**config.mk**
```make
export PLATFORM = sky130hd
export DESIGN_NAME = aes_enc_round_ctrl
export DESIGN_NICKNAME = d
export VERILOG_FILES = /design/src/rtl/aes_enc_round_ctrl_pkg.sv /design/src/rtl/aes_enc_round_ctrl.sv
export SDC_FILE = /design/constraint.sdc
export NUM_CORES = 1
export LEC_CHECK = 0
export ABC_AREA = 1
export CORE_AREA = 8 8 402 404
export CTS_CLUSTER_DIAMETER = 150
export DETAILED_ROUTE_END_ITERATION = 8
export DIE_AREA = 0 0 410 412
export PLACE_DENSITY = 0.32
export SYNTH_ARGS = -nofsm -noshare
export SYNTH_HDL_FRONTEND = slang
export SYNTH_SLANG_ARGS = --single-unit
```
**constraint.sdc**
```tcl
create_clock -name clk -period 2.5 [get_ports clk]
set_input_delay 0.5 -clock clk [delete_from_list [all_inputs] [get_ports clk]]
set_output_delay 0.5 -clock clk [all_outputs]
set_load 0.005 [all_outputs]
```
**src/rtl/aes_enc_round_ctrl_pkg.sv**
```systemverilog
// Shared definitions for the iterative AES-128 encryption sequencer:
// round count, controller state encodings and the Rcon lookup. The Rcon
// helper is also meant for the external key-expansion step.
package aes_enc_round_ctrl_pkg;

   localparam int AES_NR = 10;

   typedef enum logic [1:0] {
      ST_IDLE  = 2'd0,
      ST_ROUND = 2'd1,
      ST_DONE  = 2'd2
   } aes_state_e;

   // Rcon byte for rounds 1..10; anything else reads 0
   function automatic logic [7:0] aes_rcon(input logic [3:0] round);
      logic [7:0] rc;
      case (round)
         4'd1:    rc = 8'h01;
         4'd2:    rc = 8'h02;
         4'd3:    rc = 8'h04;
         4'd4:    rc = 8'h08;
         4'd5:    rc = 8'h10;
         4'd6:    rc = 8'h20;
         4'd7:    rc = 8'h40;
         4'd8:    rc = 8'h80;
         4'd9:    rc = 8'h1b;
         4'd10:   rc = 8'h36;
         default: rc = 8'h00;
      endcase
      return rc;
   endfunction

endpackage

```
**src/rtl/aes_enc_round_ctrl.sv**
```systemverilog
// Iterative AES-128 encryption sequencer. Takes one plaintext/key pair,
// applies the initial AddRoundKey, then steps an external combinational
// round datapath and key-expansion step once per clock for NR rounds and
// presents the ciphertext until the consumer takes it.
// Vectors are packed with bit DW-1 holding FIPS-197 bit 0 (MSB-first bytes).
// Optional: define AES_ENC_CTRL_BLKCNT_EN to add the blk_cnt completed-block
// counter output.
module aes_enc_round_ctrl
   import aes_enc_round_ctrl_pkg::*;
#(
   parameter int NR = AES_NR,   // only 10 is supported
   parameter int DW = 128
) (
   input  logic          clk,
   input  logic          rst_n,
   input  logic          in_valid,
   output logic          in_ready,
   input  logic [DW-1:0] plaintext,
   input  logic [DW-1:0] key,
   output logic          out_valid,
   input  logic          out_ready,
   output logic [DW-1:0] encrypted,
   output logic [DW-1:0] rnd_state_o,
   output logic [DW-1:0] rnd_key_o,
   output logic          rnd_last_o,
   input  logic [DW-1:0] rnd_result_i,
   output logic [DW-1:0] ks_key_o,
   output logic [7:0]    ks_rcon_o,
`ifdef AES_ENC_CTRL_BLKCNT_EN
   output logic [31:0]   blk_cnt,
`endif
   input  logic [DW-1:0] ks_next_i
);

   aes_state_e    fsm_q, fsm_d;
   logic [DW-1:0] state_q;
   logic [DW-1:0] rkey_q;
   logic [3:0]    round_q;
   logic          last_rnd;

   assign last_rnd = (round_q == 4'(NR));

   // controller state register
   always_ff @(posedge clk or negedge rst_n) begin
      if (!rst_n) fsm_q <= ST_IDLE;
      else        fsm_q <= fsm_d;
   end

   // next state and all handshake/datapath-facing outputs; the external
   // datapath sees zeros unless a round is actually in progress
   always_comb begin
      fsm_d       = fsm_q;
      in_ready    = 1'b0;
      out_valid   = 1'b0;
      encrypted   = '0;
      rnd_state_o = '0;
      rnd_key_o   = '0;
      rnd_last_o  = 1'b0;
      ks_key_o    = '0;
      ks_rcon_o   = 8'h00;
      case (fsm_q)
         ST_IDLE: begin
            in_ready = 1'b1;
            if (in_valid) fsm_d = ST_ROUND;
         end
         ST_ROUND: begin
            ks_key_o    = rkey_q;
            ks_rcon_o   = aes_rcon(round_q);
            rnd_state_o = state_q;
            rnd_key_o   = ks_next_i;
            rnd_last_o  = last_rnd;
            if (last_rnd) fsm_d = ST_DONE;
         end
         ST_DONE: begin
            out_valid = 1'b1;
            encrypted = state_q;
            if (out_ready) fsm_d = ST_IDLE;
         end
         default: fsm_d = ST_IDLE;
      endcase
   end

   // block state, round key and round counter; the counter is cleared on
   // the last round so it never goes past NR
   always_ff @(posedge clk or negedge rst_n) begin
      if (!rst_n) begin
         state_q <= '0;
         rkey_q  <= '0;
         round_q <= 4'd0;
      end else begin
         case (fsm_q)
            ST_IDLE: begin
               if (in_valid) begin
                  state_q <= plaintext ^ key;
                  rkey_q  <= key;
                  round_q <= 4'd1;
               end
            end
            ST_ROUND: begin
               state_q <= rnd_result_i;
               rkey_q  <= ks_next_i;
               round_q <= last_rnd ? 4'd0 : round_q + 4'd1;
            end
            default: ;
         endcase
      end
   end

`ifdef AES_ENC_CTRL_BLKCNT_EN
   // completed-block counter, wraps naturally at 2^32
   always_ff @(posedge clk or negedge rst_n) begin
      if (!rst_n)                       blk_cnt <= 32'd0;
      else if (out_valid && out_ready)  blk_cnt <= blk_cnt + 32'd1;
   end
`endif

endmodule

```
==> results.md <==
- In the global route stage, overall resource usage came out at 0.159.
- The total of warnings raised by yosys is 0.
- The wire length on met1 is 59100 µm.
- The analysis attributes to cell leakage a power of 21.8 nW.
- The hold violation total from the final report is 0.
- The initial antenna violation count was 46.
- The per-cell routed wire length is 23.3 µm.
- Counting flops and latches in the post-synthesis netlist gives 262.
- Data on the critical path arrives at its endpoint at 2240 ps.
- Setup repair after global routing could not meet its margin everywhere.
- The met2 wire length is 76100 µm.
- Pin placement for this block handled 1039 I/O pins.
- The pre-antenna-repair detailed-routing pass consisted of 5 iterations.
- The total routed wirelength is 149000 µm.
- For the finished layout, the period the worst path requires is 2740 ps.
- Of the total power, registers draw 0.193.
- In the layout the commonest cells are sky130_fd_sc_hd__nand2_1 (944), sky130_fd_sc_hd__inv_1 (692), sky130_fd_sc_hd__clkdlybuf4s50_1 (519).
- The clock power share is 0.158.
- The uppermost signal routing layer after detailed routing is met5.
- The number of nets in the synthesized netlist is 3554.
- Entering global routing, the biggest net connects 54 pins.
- The worst IR drop on VDD is 0.431 mV.
- The worst-case setup slack after placement is -7.97 ps.
- The DRC violations left is 0.
- The cell count after placement is 6132.
- The violation count after the first detailed-routing iteration is 1316.
- Clock tree synthesis found a total of 262 sinks.
- The sort of element at the start of the critical path is a flop.
- Input and output buffers added on the ports amount to 1038.
- Using the TritonRoute via totals, the vias-per-cell ratio works out to 3.58.
- The max-capacitance violation count is 0.
- The clock passes through at most 3 buffers.
- The fraction of final layout cells with drive strength greater than 1 is 0.220.
- Of the synthesized area, sequential elements account for 0.371.
- For this run, the number of standard cells in the final layout without fillers is 6422.
- From synthesis to final layout, the design area changed by 108%.
- The die covers 169000 µm².
- The flow ran to the end, but the final reports show violations.
- The logic depth of the worst register-to-register path is 18.
- For this design, the slowest cell found on the critical path is sky130_fd_sc_hd__dfrtp_2.
- Of the total power, combinational logic draws 0.648.
- The starting utilization of the core area is 0.114.
- The stage delay of the slowest cell on the critical path is 470 ps.
- Setup violations remaining at the end of the flow were counted as 239.
- The power per standard cell area is 1020 nW/µm².
- The checks that failed: negative setup slack.
- Of the total power, the share spent switching nets is 0.443.
- The critical path goes through nand2_8 -> clkinv_16 -> buf_6 -> buf_6 -> buf_12 -> buf_8 -> nand2_4 -> inv_1 -> dlygate4sd2_1.
- The number of slew-limit violations in the final report is 0.
- The total power is 37.7 mW.
- The final core utilization is 0.237.
- The mean post-synth cell area is 5.82 µm².
- The fmax is 364 MHz.
- Measured along the y axis, the die boundary spans 412 µm.
- The transition time at the pin with the least slew margin is 795 ps.
- The cell area after synthesis is 17700 µm².
- The number of global-route vias before repair is 22900.
- Among the stages of the critical path, the cell type that occurs most often is sky130_fd_sc_hd__buf_6.
- The path category of the worst min-delay check is input pin to async pin.
- Counting every instance in the synthesized netlist gives 3032.
- The final layout contains 4841 nets.
- The core region is 155000 µm².
- The final estimated routing congestion in global placement is 0.864.
- The HPWL after detailed placement is 115000 µm.
- The master cell of the clock root buffer is sky130_fd_sc_hd__clkbuf_16.
- The wire length on met3 is 10100 µm.
- The worst hold slack across all endpoints is 472 ps.
- Row generation in the floorplan step produced 145 rows.
- The relative slew slack is 0.470.
- The first global-routing pass estimated 189000 µm of wire.
- The worst setup path is of the flop to output port kind.
- TritonCTS built the clock tree.
- The worst-path maximum fanout is 8.
- Dividing the final minimum period by the clock period gives 1.10.
- The H-tree generated during clock tree synthesis spans 2 levels.
- The post-place instance area is 31700 µm².
- At the later pin of the worst-skew pair, clock insertion delay measures 610 ps.
- The clock transition at the register clock pins on the worst setup and hold paths after CTS is 60 ps.
- STA puts the critical path data required time at 2000 ps.
- The net switching power is 16.7 mW.
- The final antenna-violating net count is 0.
- The finished cells cover 36800 µm².
- The internal power is 21.0 mW.
- The setup TNS is -19660 ps.
- The worst clock skew is 18.8 ps.
- The kind of end point of the critical path is an output port.
- The number of CTS-inserted buffers is 42.
- The total overflow left after global routing is 0.
- After layout, the worst setup slack is -243 ps.
- The detailed router placed 23000 vias in this run.
- The most common library cell in the layout ignoring fill and taps is sky130_fd_sc_hd__nand2_1.
- The die is 410 µm wide.
- After synthesis, the netlist uses 20 different library cells.
==> critical path: cells and delay by family (launching register included) <==
family	cells	cell delay [ps]
buffers and inverters	7	890
flip-flops	1	470
AND/OR/NAND/NOR	2	270
==> what timing repair did <==
action	in CTS	in global routing
resized for setup	599	1019
pin swaps	4	8
gates cloned	6	23
setup buffers	68	120
endpoints found under the hold margin	40	0
hold buffers	1	0
endpoints found under the setup margin	520	502
==> final cells by class <==
| class | count | area [µm²] |
|---|---|---|
| Tap cell | 2058 | 2570 |
| Fill cell | 17500 | 118000 |
| Sequential cell | 262 | 6560 |
| Timing Repair Buffer | 1385 | 14700 |
| Inverter | 741 | 2830 |
| Multi-Input combinational cell | 1887 | 8790 |
| Clock buffer | 63 | 1220 |
| Clock inverter | 12 | 110 |
| Antenna cell | 14 | 35.0 |
==> logic make-up after synthesis <==
family          after synthesis  share of synthesized area
compound gates               12                    0.00368
fa+ha+maj                     6                    0.00425
buf+inv                     884                      0.199
flops                       262                      0.371
simple gates               1868                      0.422
==> metal layers <==
| metal | vias to the layer above | global-route usage |
|---|---|---|
| met3 | 178 | 0.0463 |
| met4 | 16 | 0.0355 |
| met1 | 10700 | 0.179 |
| li1 | 11300 | - |
| met2 | 739 | 0.294 |
| met5 | - | 0 |
==> path summary, 6_finish.rpt <==
kind	slack, ps	start	end
setup / recovery	-240	fsm_q[0]	rnd_key_o[78]
hold / removal	470	rst_n	state_q[109]
setup reg to reg	100	fsm_q[1]	rkey_q[45]
hold reg to reg	480	state_q[104]	state_q[104]
max in group asynchronous	1160	rst_n	rkey_q[25]
min in group clk	480	state_q[104]	state_q[104]
==> registers in the layout (all words and copies together) (netlist names) <==
name	cells
state_q	128
fsm_q	2
round_q	4
rkey_q	128
==> Yosys cell counts, drive strengths merged <==
library cell	number	area, µm²
nand4	1	6.26
nand2	1046	3930
a21oi	3	15.0
dfrtp	262	6560
buf	126	663
ha	6	75.1
nor3	1	5.00
nand3	347	1740
o22ai	1	6.26
clkbuf	17	65.1
o21ai	8	43.8
nor2	473	1780
inv	741	2780
==> power by group through the flow <==
stage	clock network (mW)	logic [mW]	registers, mW
floorplan	0	7.50	7.04
global placement	0	21.4	7.32
detailed placement	0	21.3	7.33
CTS	6.28	22.6	7.28
global route	6.36	26.4	7.54
finish	5.95	24.4	7.29
No activity file was read; power rests on OpenSTA's default activity.
